`config.mk`:
```
export PLATFORM = sky130hd
export DESIGN_NAME = truth_table_capture_flat
export DESIGN_NICKNAME = d
export VERILOG_FILES = /design/src/rtl/truth_table_capture_if.sv /design/src/rtl/truth_table_capture.sv /design/src/flat_wrapper.sv
export SDC_FILE = /design/constraint.sdc
export NUM_CORES = 1
export LEC_CHECK = 0
export CORE_MARGIN = 2
export CORE_UTILIZATION = 45
export DETAILED_ROUTE_END_ITERATION = 8
export GPL_TIMING_DRIVEN = 0
export PLACE_DENSITY = 0.73
export SYNTH_ARGS = -nofsm -noshare
export SYNTH_HDL_FRONTEND = slang
export SYNTH_SLANG_ARGS = --single-unit
```
`constraint.sdc`:
```
create_clock -name clk -period 3.8 [get_ports clk]
set_input_delay 0.76 -clock clk [delete_from_list [all_inputs] [get_ports clk]]
set_output_delay 0.76 -clock clk [all_outputs]
set_load 0.005 [all_outputs]
```
`src/rtl/truth_table_capture_if.sv`:
```
// Sample handshake between a truth-table stimulus driver and its capture block.
//   in_valid : driver has a sample on in_vec/in_y
//   in_ready : capture block can take a sample this cycle
//   in_vec   : input combination (bit N_IN-1 = a ... bit 0 = c)
//   in_y     : function output observed for in_vec
interface truth_table_capture_if #(
  parameter int N_IN = 3
);
  logic            in_valid;
  logic            in_ready;
  logic [N_IN-1:0] in_vec;
  logic            in_y;

  modport master (
    output in_valid,
    output in_vec,
    output in_y,
    input  in_ready
  );

  modport slave (
    input  in_valid,
    input  in_vec,
    input  in_y,
    output in_ready
  );
endinterface

```
`src/rtl/truth_table_capture.sv`:
```
// Builds the truth table of an N_IN-input function from (vector, y) samples,
// flags conflicting duplicates and, once every entry has been seen, compares
// the captured table against expect_tt.
//   clk, reset    : clock and asynchronous active-high reset
//   clear         : synchronous restart, wins over a same-cycle accept
//   smp           : sample handshake (slave side)
//   expect_tt     : expected table, bit i = y for in_vec == i
//   table_out     : captured y per index
//   seen_out      : 1 = index captured
//   count         : number of distinct indices captured
//   done / pass   : all indices captured / table matched at completion
//   conflict      : duplicate index arrived with a different y
//   conflict_idx  : index of that first conflict
//
// state   | meaning
// --------+---------------------------------------------------------
// COLLECT | accepting samples, table partially filled
// DONE    | every index captured, pass frozen, samples refused
// ERROR   | conflicting duplicate seen, table frozen, samples refused
module truth_table_capture #(
  parameter int N_IN = 3
) (
  input  logic                  clk,
  input  logic                  reset,
  input  logic                  clear,
  truth_table_capture_if.slave  smp,
  input  logic [2**N_IN-1:0]    expect_tt,
  output logic [2**N_IN-1:0]    table_out,
  output logic [2**N_IN-1:0]    seen_out,
  output logic [N_IN:0]         count,
  output logic                  done,
  output logic                  pass,
  output logic                  conflict,
  output logic [N_IN-1:0]       conflict_idx
);

  localparam int DEPTH = 2**N_IN;
  localparam logic [N_IN:0] FULL = (N_IN+1)'(DEPTH);

  typedef enum logic [1:0] {
    S_COLLECT = 2'd0,
    S_DONE    = 2'd1,
    S_ERROR   = 2'd2
  } state_e;

  state_e            state_q, state_d;
  logic [DEPTH-1:0]  table_q, table_d;
  logic [DEPTH-1:0]  seen_q, seen_d;
  logic [N_IN:0]     count_q, count_d;
  logic              pass_q, pass_d;
  logic              conflict_q, conflict_d;
  logic [N_IN-1:0]   cidx_q, cidx_d;
  logic              accept;

  always_ff @(posedge clk or posedge reset) begin
    if (reset) begin
      state_q    <= S_COLLECT;
      table_q    <= '0;
      seen_q     <= '0;
      count_q    <= '0;
      pass_q     <= 1'b0;
      conflict_q <= 1'b0;
      cidx_q     <= '0;
    end else begin
      state_q    <= state_d;
      table_q    <= table_d;
      seen_q     <= seen_d;
      count_q    <= count_d;
      pass_q     <= pass_d;
      conflict_q <= conflict_d;
      cidx_q     <= cidx_d;
    end
  end

  always_comb begin
    state_d    = state_q;
    table_d    = table_q;
    seen_d     = seen_q;
    count_d    = count_q;
    pass_d     = pass_q;
    conflict_d = conflict_q;
    cidx_d     = cidx_q;
    accept     = smp.in_valid && (state_q == S_COLLECT);

    if (clear) begin
      state_d    = S_COLLECT;
      table_d    = '0;
      seen_d     = '0;
      count_d    = '0;
      pass_d     = 1'b0;
      conflict_d = 1'b0;
      cidx_d     = '0;
    end else if (accept) begin
      if (!seen_q[smp.in_vec]) begin
        table_d[smp.in_vec] = smp.in_y;
        seen_d[smp.in_vec]  = 1'b1;
        if (count_q != FULL) begin
          count_d = count_q + 1'b1;
        end
        // Completing sample: compare the table including this new entry.
        if (count_q == FULL - 1'b1) begin
          state_d = S_DONE;
          pass_d  = (table_d == expect_tt);
        end
      end else if (table_q[smp.in_vec] != smp.in_y) begin
        state_d    = S_ERROR;
        conflict_d = 1'b1;
        cidx_d     = smp.in_vec;
      end
    end
  end

  // Ready comes from the registered state only, never from in_valid.
  assign smp.in_ready = (state_q == S_COLLECT);

  assign table_out    = table_q;
  assign seen_out     = seen_q;
  assign count        = count_q;
  assign done         = (state_q == S_DONE);
  assign pass         = pass_q;
  assign conflict     = conflict_q;
  assign conflict_idx = cidx_q;

endmodule
```
`src/flat_wrapper.sv`:
```
// flat-port wrapper written by rule: the top's interface ports become plain ports
module truth_table_capture_flat 
#(
  parameter int N_IN = 3
)
  (clk, reset, clear, expect_tt, table_out, seen_out, count, done, pass, conflict, conflict_idx, smp_in_valid, smp_in_vec, smp_in_y, smp_in_ready);
  truth_table_capture_if #(.N_IN(N_IN)) smp_i ();
  input  logic clk;
  input  logic reset;
  input  logic clear;
  input  logic [2**N_IN-1:0] expect_tt;
  output logic [2**N_IN-1:0] table_out;
  output logic [2**N_IN-1:0] seen_out;
  output logic [N_IN:0] count;
  output logic done;
  output logic pass;
  output logic conflict;
  output logic [N_IN-1:0] conflict_idx;
  input wire logic [$bits(smp_i.in_valid)-1:0] smp_in_valid;
  input wire logic [$bits(smp_i.in_vec)-1:0] smp_in_vec;
  input wire logic [$bits(smp_i.in_y)-1:0] smp_in_y;
  output wire logic [$bits(smp_i.in_ready)-1:0] smp_in_ready;
  assign smp_i.in_valid = smp_in_valid;
  assign smp_i.in_vec = smp_in_vec;
  assign smp_i.in_y = smp_in_y;
  assign smp_in_ready = smp_i.in_ready;
  truth_table_capture #(.N_IN(N_IN)) u_core (.clk(clk), .reset(reset), .clear(clear), .smp(smp_i), .expect_tt(expect_tt), .table_out(table_out), .seen_out(seen_out), .count(count), .done(done), .pass(pass), .conflict(conflict), .conflict_idx(conflict_idx));
endmodule
```
# ---- Word-level counts from Yosys, hierarchy flattened
# Cells that the tools add are included.
dict set report classes {
  n_addsub 1
  n_mul 0
  n_div 0
  magnitude_cmp 2
  eq_ne 7
  shifts 0
  n_mux 34
  bitwise 1
  n_reduce_logical 14
}
# cell count
set ops {}
lappend ops {{$mux W8} 6}
lappend ops {{$mux W4} 4}
lappend ops {{$mux W3} 4}
lappend ops {{$reduce_and A3 Y1} 4}
lappend ops {{$mux W1} 11}
lappend ops {{$mux W2} 5}
lappend ops {{$reduce_bool A2 Y1} 5}
lappend ops {{$bwmux W8} 1}
lappend ops {{$eq A8 B8 Y1} 1}
lappend ops {{$or A8 B8 Y8} 1}
lappend ops {{$bmux W1 S3} 2}
lappend ops {{$add A4 B1 Y4 const B} 1}
lappend ops {{$eq A4 B3 Y1 const B} 1}
lappend ops {{$lt A3 B4 Y1 const B} 1}
lappend ops {{$ne A4 B4 Y1 const B} 1}
lappend ops {{$demux W1 S3} 1}
lappend ops {{$ge A3 B1 Y1 const B} 1}
lappend ops {{$ne A3 B3 Y1 const B} 1}
lappend ops {{$reduce_bool A3 Y1} 1}
lappend ops {{$eq A2 B1 Y1 const B} 1}
lappend ops {{$logic_and A1 B1 Y1} 2}
lappend ops {{$logic_not A2 Y1} 1}
lappend ops {{$ne A2 B2 Y1 const B} 1}
lappend ops {{$reduce_and A2 Y1} 1}
lappend ops {{$ne A1 B1 Y1} 1}
dict set report word_totals {
  register_bits 27
  latchBits 0
  mem_bits_rw 0
  romBits 0
  input_bits 16
  wordCells 66
  n_memories 0
}

# ---- Logic depth before layout (Yosys ltp)
# Gate-level depths: netlist of run 1.
dict set report depth {
  ltp_word 10
  mapped_depth 8
  ltp_nobuf 7
}

# ---- Worst setup path after synthesis of run 1
# No wires, ideal clock.
dict set report synth_path {
  path_kind {input to register}
  from {in smp_in_vec[1]}
  to {reg u_core.pass_q, in the netlist u_core.pass}
  setup_ns 0.092
  arrival_time_ns 2.205
  required_ns 3.708
  slack_ns 1.503
  path_stages 6
  n_path_buf 1
  cell_sequence {buf_4 nor3b_1 mux2i_1 o22ai_1 or4_4 o31ai_2}
}
dict set report synth_via {
  elab_chain_cells 10
  word_cells_on_any_way 15
}
# element line_no
set synth_lines {}
lappend synth_lines {{start, declared} flat_wrapper.sv:20} ;# input wire logic [$bits(smp_i.in_vec)-1:0] smp_in_vec;
lappend synth_lines {{$lt A3 B4 Y1 (not written as such) or $ge A3 B1 Y1 (tied branches)} truth_table_capture.sv:95} ;# table_d[smp.in_vec] = smp.in_y;
lappend synth_lines {{$logic_and A1 B1 Y1 (not written as such)} truth_table_capture.sv:95}
lappend synth_lines {{$mux W1 (not written as such)} truth_table_capture.sv:95}
lappend synth_lines {{$demux W1 S3} n/a}
lappend synth_lines {{$bwmux W8} truth_table_capture.sv:95}
lappend synth_lines {{$eq A8 B8 Y1} truth_table_capture.sv:103} ;# pass_d = (table_d == expect_tt);
lappend synth_lines {{$mux W1} truth_table_capture.sv:101} ;# if (count_q == FULL - 1'b1) begin
lappend synth_lines {{$mux W1} truth_table_capture.sv:94} ;# if (!seen_q[smp.in_vec]) begin
lappend synth_lines {{$mux W1} truth_table_capture.sv:93} ;# end else if (accept) begin
lappend synth_lines {{$mux W1} truth_table_capture.sv:85} ;# if (clear) begin
lappend synth_lines {{end signal, assigned} truth_table_capture.sv:69} ;# pass_q <= pass_d;
lappend synth_lines {{end, declared} truth_table_capture.sv:50} ;# logic pass_q, pass_d;
# Several ways; a longest one is shown, not always the timed one. The select of a mux whose other input is x is not followed.
# A chain may end at the register's enable or synchronous reset.

# ---- Final worst setup path of run 1
dict set report layout_path {
  from {in smp_in_vec[2]}
  to {reg u_core.pass_q, in the netlist u_core.pass}
}
# Same word-level chain as after synthesis.

==> results by group, run 1 <==
Outcome
  • Status: completed

STA
  • Slew Limit Fails: 0
  • Period utilization: between 70% and 80%
  • Tmin final: 2.81 ns
  • Final setup viols: 0
  • Worst-Margin Slew: ~1.0 ns
  • Hold_ws: 0.510 ns
  • Max transition margin: approximately a third
  • Setup TNS: 0 ns
  • RSZ-0062 raised after global routing: false
  • Fin Clk Skew: roughly 0.0011 ns
  • Hold Vio Cnt, Final: 0
  • Maximum clock frequency: approximately 360 MHz

Clocking
  • # Post-CTS Setup Buffers: 0
  • Clock buffer depth: 2
  • Number of hold buffers added after CTS: 0
  • Clock buffer count from CTS: 3
  • # clock sinks: 27
  • H-tree depth: 1
  • Clock Latency Late Sink: approximately 0.27 ns
  • Resize count post-CTS: 0
  • CTS tree: done
  • Root buf cell: clkbuf_8
  • Worst-path clk slew: about 0.090 ns

Global route
  • Total grt overflow: 0
  • Initial antenna violation count: 0
  • Number of global-route vias before repair: 1448
  • Total track usage: a little over a fifth
  • Largest net degree at the start of global routing: 28
  • Global-route wire length before repair: between 7 and 8 mm

Floorplanning
  • Die ar.: between 0.004 and 0.005 mm^2
  • # rows: 23
  • Io pins: 43
  • Die width: about 67 um
  • DIE HEIGHT: 67.4 um
  • Core area: approximately 0.004 mm^2
  • Starting density of the core: between 40% and 50%

Setup path
  • WS Path Type: in2reg
  • FF-to-FF End: u_core.table_out[4]
  • Crit path DAT: approximately 3.0 ns
  • CP max stage delay: around 0.57 ns
  • Worst r2r path cells: 6
  • Req. time, crit path: ~4 ns
  • Crit. End Element: flop
  • R2r startpoint: u_core.state_q[0]
  • Worst-path fanout max: 10
  • Worst setup SP type: input port
  • CP cell instances: clkdlybuf4s50_1 > buf_6 > nor3b_1 > mux2i_1 > o22ai_1 > or4_4 > o31ai_2
  • Reg-to-reg setup timing slack: approximately 1.8 ns
  • Critical Path Slowest Stage Cell: or4_4

Detailed routing
  • Vias per cell: 5.62
  • Wire length per cell: about 16 um
  • Vias post-DR: 1567
  • DRT iter0 DRCs: 81
  • Drt pass-1 iters: 4
  • DRC viols: 0
  • Antenna-violating nets left: 0
  • Final WL: roughly 4.4 mm

Place
  • Placed Instances: 275
  • Dpl hpwl: approximately 3.4 mm
  • Port Buffers: 40
  • Final Wtd Congestion: about 0.90
  • DP Area: between 0.002 and 0.0025 mm^2

Synth
  • Syn. warnings: 0
  • Yosys cell types: 47
  • Synthesized Nets: between 200 and 250
  • Number of synthesized flops with an enable pin: 0
  • Sequential fraction of the synthesis area: 37.4%
  • Post-synth top flop: dfrtp_1
  • Synth Area per Inst: roughly 9.8 um^2
  • Synth Cell Area: approximately 0.0018 mm^2
  • Async set or reset register ratio after synthesis: 100%
  • #FFs+latches synth: 27
  • Mapped Cells: about 190

Cells and area
  • Area growth syn-to-layout: 28.1%
  • Final Cell Area: 0.00232 mm^2
  • Non-Filler Instances: about 280
  • Most frequent cells in the layout: clkdlybuf4s50_1 (40), dfrtp_1 (27), nor2_1 (26), mux2i_1 (21), inv_1 (11)
  • Layout Utilization: between 50 and 60%
  • Nets: 248
  • Filler cells: between 300 and 400
  • Diode count: 0
  • Leading cell type in the layout, fill and taps excluded: clkdlybuf4s50_1
  • Layout cell share with drive strength beyond 1: between 10 and 15%

Pwr
  • Power Density: about 260 mW/mm^2
  • VDD IR max: between 0.0002 and 0.00025 V
  • Leakage power: between 0.9 and 1 nW

Min path
  • HP Class: reg2reg
  • Hold endpoint: u_core.conflict
  • Worst hold path startpoint: u_core.conflict
  • Worst hold path depth: 1

Job
  • Total of max-cap violations: 0
-- cell type report --
class | instances | area [um^2] | area share (%)
Buffer | 14 | 88.8 | 3.84
Clock buffer | 4 | 45.0 | 1.94
Inverter | 11 | 41.3 | 1.78
Multi-Input combinational cell | 133 | 1000 | 43.3
Sequential cell | 27 | 676 | 29.2
Tap cell | 50 | 62.6 | 2.70
Timing Repair Buffer | 40 | 400 | 17.3
-- routing by layer --
| layer | vias up | GRT usage [%] | wire length, um |
|---|---|---|---|
| met5 | - | 0 | 0 |
| li1 | 750 | - | - |
| met4 | 0 | 5.61 | 89 |
| met1 | 759 | 29.7 | 2060 |
| met2 | 48 | 34.0 | 2050 |
| met3 | 10 | 4.00 | 229 |
-- cells in the mapped netlist (4+ instances only) --
library cell,n,share of area [%]
o22ai_1,4,1.4
clkbuf_1,6,1.2
o21ba_2,5,2.8
nor2_1,26,5.4
nand2b_1,7,2.4
nor3b_1,7,2.9
dfrtp_1,27,37
mux2i_1,21,12
xor2_1,4,1.9
inv_1,11,2.3
nor4_1,10,3.5
-- power by group --
group | total (mW) | switching, mW | internal (mW) | leakage [nW]
Clock | 0.161 | 0.0860 | 0.0751 | 0.0228
Sequential | 0.305 | 0.00945 | 0.295 | 0.373
Combinational | 0.130 | 0.0632 | 0.0664 | 0.557
-- through the flow --
| stage | power, mW | setup slack [ns] |
|---|---|---|
| 2_1_floorplan | 0.386 | 1.50 |
| 3_5_place_dp | 0.440 | 0.719 |
| 4_1_cts | 0.600 | 1.00 |
| 3_3_place_gp | 0.439 | 0.745 |
| 5_1_grt | 0.627 | 0.875 |
| 6_report | 0.595 | 0.988 |
-- worst max path at each step --
stage,startpoint,slack (ns),endpoint
after floorplan,smp_in_vec[1],1.50,u_core.pass
after global placement,smp_in_vec[2],0.74,u_core.pass
after detailed placement,smp_in_vec[2],0.72,u_core.pass
after CTS,smp_in_vec[2],1.00,u_core.pass
after global routing,smp_in_vec[0],0.88,u_core.pass
final,smp_in_vec[2],0.99,u_core.pass
-- worst max-delay path, delay by kind of cell --
kind / cells / cell delay [ns]
and+or+nand+nor: 2 / 1.01
buffers and inverters: 2 / 0.68
muxes: 1 / 0.25
AOI/OAI and AO/OA: 2 / 0.30
-- registers in the layout, indices dropped and copies added (netlist names) --
name                 flops
u_core.conflict          1
u_core.conflict_idx      3
u_core.count             4
u_core.pass              1
u_core.seen_out          8
u_core.state_q           2
u_core.table_out         8
-- kinds of logic after synthesis --
group,count (synthesis),share of synthesized area (%)
simple gates,77,25.9
buf+inv,25,7.20
fa+ha+maj,2,1.38
mux,23,14.3
flops,27,37.4
compound gates,24,10.4
xor+xnor,7,3.39
No activity file was read; power rests on OpenSTA's default activity.
==> run 2: changes to the inputs <==
- PLACE_DENSITY: 0.73 -> 0.76
- clock period: 3.8 -> 2.46 ns (I/O delays scaled with it)
==> run 2 against run 1 <==
Final area rose by 3.1%. Core utilization rose by 1.8 points. Register-to-register slack got worse by 1.3 ns. Power rose by 59%. Largest power group unchanged. Highest routed layer unchanged.
==> results by group, run 2 (synthesized netlist as in run 1, its figures left out) <==
Place
  • Final Wtd Congestion: 0.849 (-5.7%)
  • Port Buffers: 40 (unchanged)
  • Dpl hpwl: 3.35 mm (-0.75%)
  • Placed Instances: 275 (unchanged)

Clocking
  • # clock sinks: 27 (unchanged)
  • CTS tree: done
  • H-tree depth: 1 (unchanged)
  • Worst-path clk slew: 0.10 ns (about the same)
  • Clock buffer depth: 2 (unchanged)
  • Clock Latency Late Sink: 0.28 ns (about the same)
  • Root buf cell: clkbuf_8
  • Clock buffer count from CTS: 3 (unchanged)

Global route
  • Initial antenna violation count: 0 (unchanged)
  • Total track usage: 21.1% (-0.27 points)
  • Global-route wire length before repair: 7.14 mm (-1.7%)
  • Total grt overflow: 0 (unchanged)
  • Number of global-route vias before repair: 1477 (+2.0%)
  • Largest net degree at the start of global routing: 28 (unchanged)

STA
  • Maximum clock frequency: slightly above 400 MHz
  • Max transition margin: 32.6% (-0.61 points)
  • Period utilization: 98.3%
  • Hold Vio Cnt, Final: 0 (unchanged)
  • Fin Clk Skew: 0.00444 ns (+0.00337 ns)
  • RSZ-0062 raised after global routing: true
  • Final setup viols: 0 (unchanged)
  • Worst-Margin Slew: 1.01 ns (+0.00910 ns)
  • Slew Limit Fails: 0 (unchanged)
  • Hold_ws: 0.527 ns (+0.0169 ns)
  • Tmin final: 2.42 ns

Detailed routing
  • DRC viols: 0 (unchanged)
  • Vias post-DR: 1594 (+1.7%)
  • Final WL: 4.64 mm (+4.8%)
  • Antenna-violating nets left: 0 (unchanged)
  • Drt pass-1 iters: 4 (unchanged)
  • DRT iter0 DRCs: 110 (+36%)
  • Wire length per cell: 16.6 um (+4.8%)
  • Vias per cell: 5.71 (+1.7%)

Pwr
  • Sw Share: 28.4% (+1.8 points)
  • Sw power: 0.269 mW (+69%)
  • Leakage power: 0.965 nW (+1.2%)
  • Clock power share: 28.4% (+1.3 points)
  • Design Power: 0.946 mW (+59%)
  • Reg power frac: 49.8% (-1.4 points)
  • Comb power frac: 21.9% (about the same)
  • Power Density: 396 mW/mm^2 (+54%)
  • VDD IR max: 0.000240 V (+12%)
  • Internal power: 0.677 mW (+55%)

Floorplanning
  • Core area: 0.00394 mm^2 (unchanged)
  • DIE HEIGHT: 67.4 um (unchanged)
  • Die width: 67.4 um (unchanged)
  • Die ar.: 0.00454 mm^2 (unchanged)
  • Io pins: 43 (unchanged)
  • # rows: 23 (unchanged)
  • Starting density of the core: 45.9% (unchanged)

Cells and area
  • Layout cell share with drive strength beyond 1: 16.2% (+4.8 points)
  • Area growth syn-to-layout: 32.1%
  • Leading cell type in the layout, fill and taps excluded: clkdlybuf4s50_1
  • Non-Filler Instances: 279 (unchanged)
  • Diode count: 0 (unchanged)
  • Nets: 248 (unchanged)
  • Most frequent cells in the layout: clkdlybuf4s50_1 (40), dfrtp_1 (27), nor2_1 (26), mux2i_1 (21), inv_1 (11)

Setup path
  • WS Path Type: in2reg
  • Worst-path fanout max: 10 (unchanged)
  • R2r startpoint: u_core.state_q[0]
  • Worst r2r path cells: 6 (unchanged)
  • Crit. End Element: flop
  • Most frequent CP cell: mux2i_1
  • Reg-to-reg setup timing slack: 0.47 ns (-1.33 ns)
  • Crit path DAT: 2.57 ns (-0.42 ns)
  • Worst setup SP type: input port
  • FF-to-FF End: u_core.table_out[1]
  • Critical Path Slowest Stage Cell: clkdlybuf4s50_1
  • Setup crit start: smp_in_vec[0]
  • CP max stage delay: 0.54 ns (-0.03 ns)
  • Req. time, crit path: 2.61 ns (-1.37 ns)
  • CP cell instances: clkdlybuf4s50_1 > buf_6 > mux2i_1 > o22ai_1 > buf_2 > nor4_2 > mux2i_1 > nor2_1

Min path
  • Worst hold path startpoint: u_core.conflict
  • Hold endpoint: u_core.conflict
  • HP Class: reg2reg
  • Worst hold path depth: 1 (unchanged)

Job
  • Total of max-cap violations: 0 (unchanged)

Outcome
  • Status: completed
run 2: worst max-delay path by stage:
stage | end | slack (ns) | depth (start not counted)
after floorplan | u_core.pass | 0.43 | 6
after CTS | u_core.table_out[3] | 0.02 | 8
after detailed placement | u_core.table_out[4] | -0.34 | 8
after global placement | u_core.table_out[4] | -0.40 | 8
final | u_core.table_out[1] | 0.04 | 8
after global routing | u_core.table_out[1] | -0.06 | 8
run 2: cell type report:
cell class | count | area [um^2]
clock inverters | 1 | 7.51
fillers | 345 | 1550
repair buffers | 40 | 400
well taps | 50 | 62.6
flip-flops and latches | 27 | 676
plain buffers | 14 | 88.8
clock buffers | 3 | 41.3
inverters | 11 | 41.3
multi-input cells | 133 | 1070
run 2: repair_timing:
action | CTS | global route
endpoints found under the setup margin | 3 | 10
buffers inserted | 0 | 0
gates resized for setup | 3 | 8
hold buffers | 0 | 0
run 2: layer usage:
metal	vias up	routed length, um	global-route usage [%]
li1	746	-	-
met1	786	2010	28.2
met2	58	2380	36.3
met3	4	212	2.50
met4	0	36	5.10
met5	-	0	0
run 2: critical path: cells and delay by family:
family                 cells  cell delay, ns
muxes                      2            0.49
AOI/OAI and AO/OA          1            0.16
buffers and inverters      3            0.96
and+or+nand+nor            2            0.46
run 2: power groups by stage:
stage | logic, mW | clock network, mW | registers (mW)
after detailed placement | 0.198 | 0 | 0.479
after global routing | 0.229 | 0.290 | 0.473
final | 0.207 | 0.268 | 0.471
after floorplan | 0.119 | 0 | 0.477
after CTS | 0.201 | 0.272 | 0.471
after global placement | 0.196 | 0 | 0.479
run 2: through the flow:
step	TNS (ns)	worst slack [ns]	utilization, %	instance area, um^2
detailed placement	-3.14	-0.341	57.6	2270
CTS	0	0.0161	59.3	2340
global placement	-2.79	-0.399	57.6	2270
global route	-0.288	-0.0552	60.6	2390
finish	0	0.0416	60.6	2390
floorplan	0	0.431	-	1810
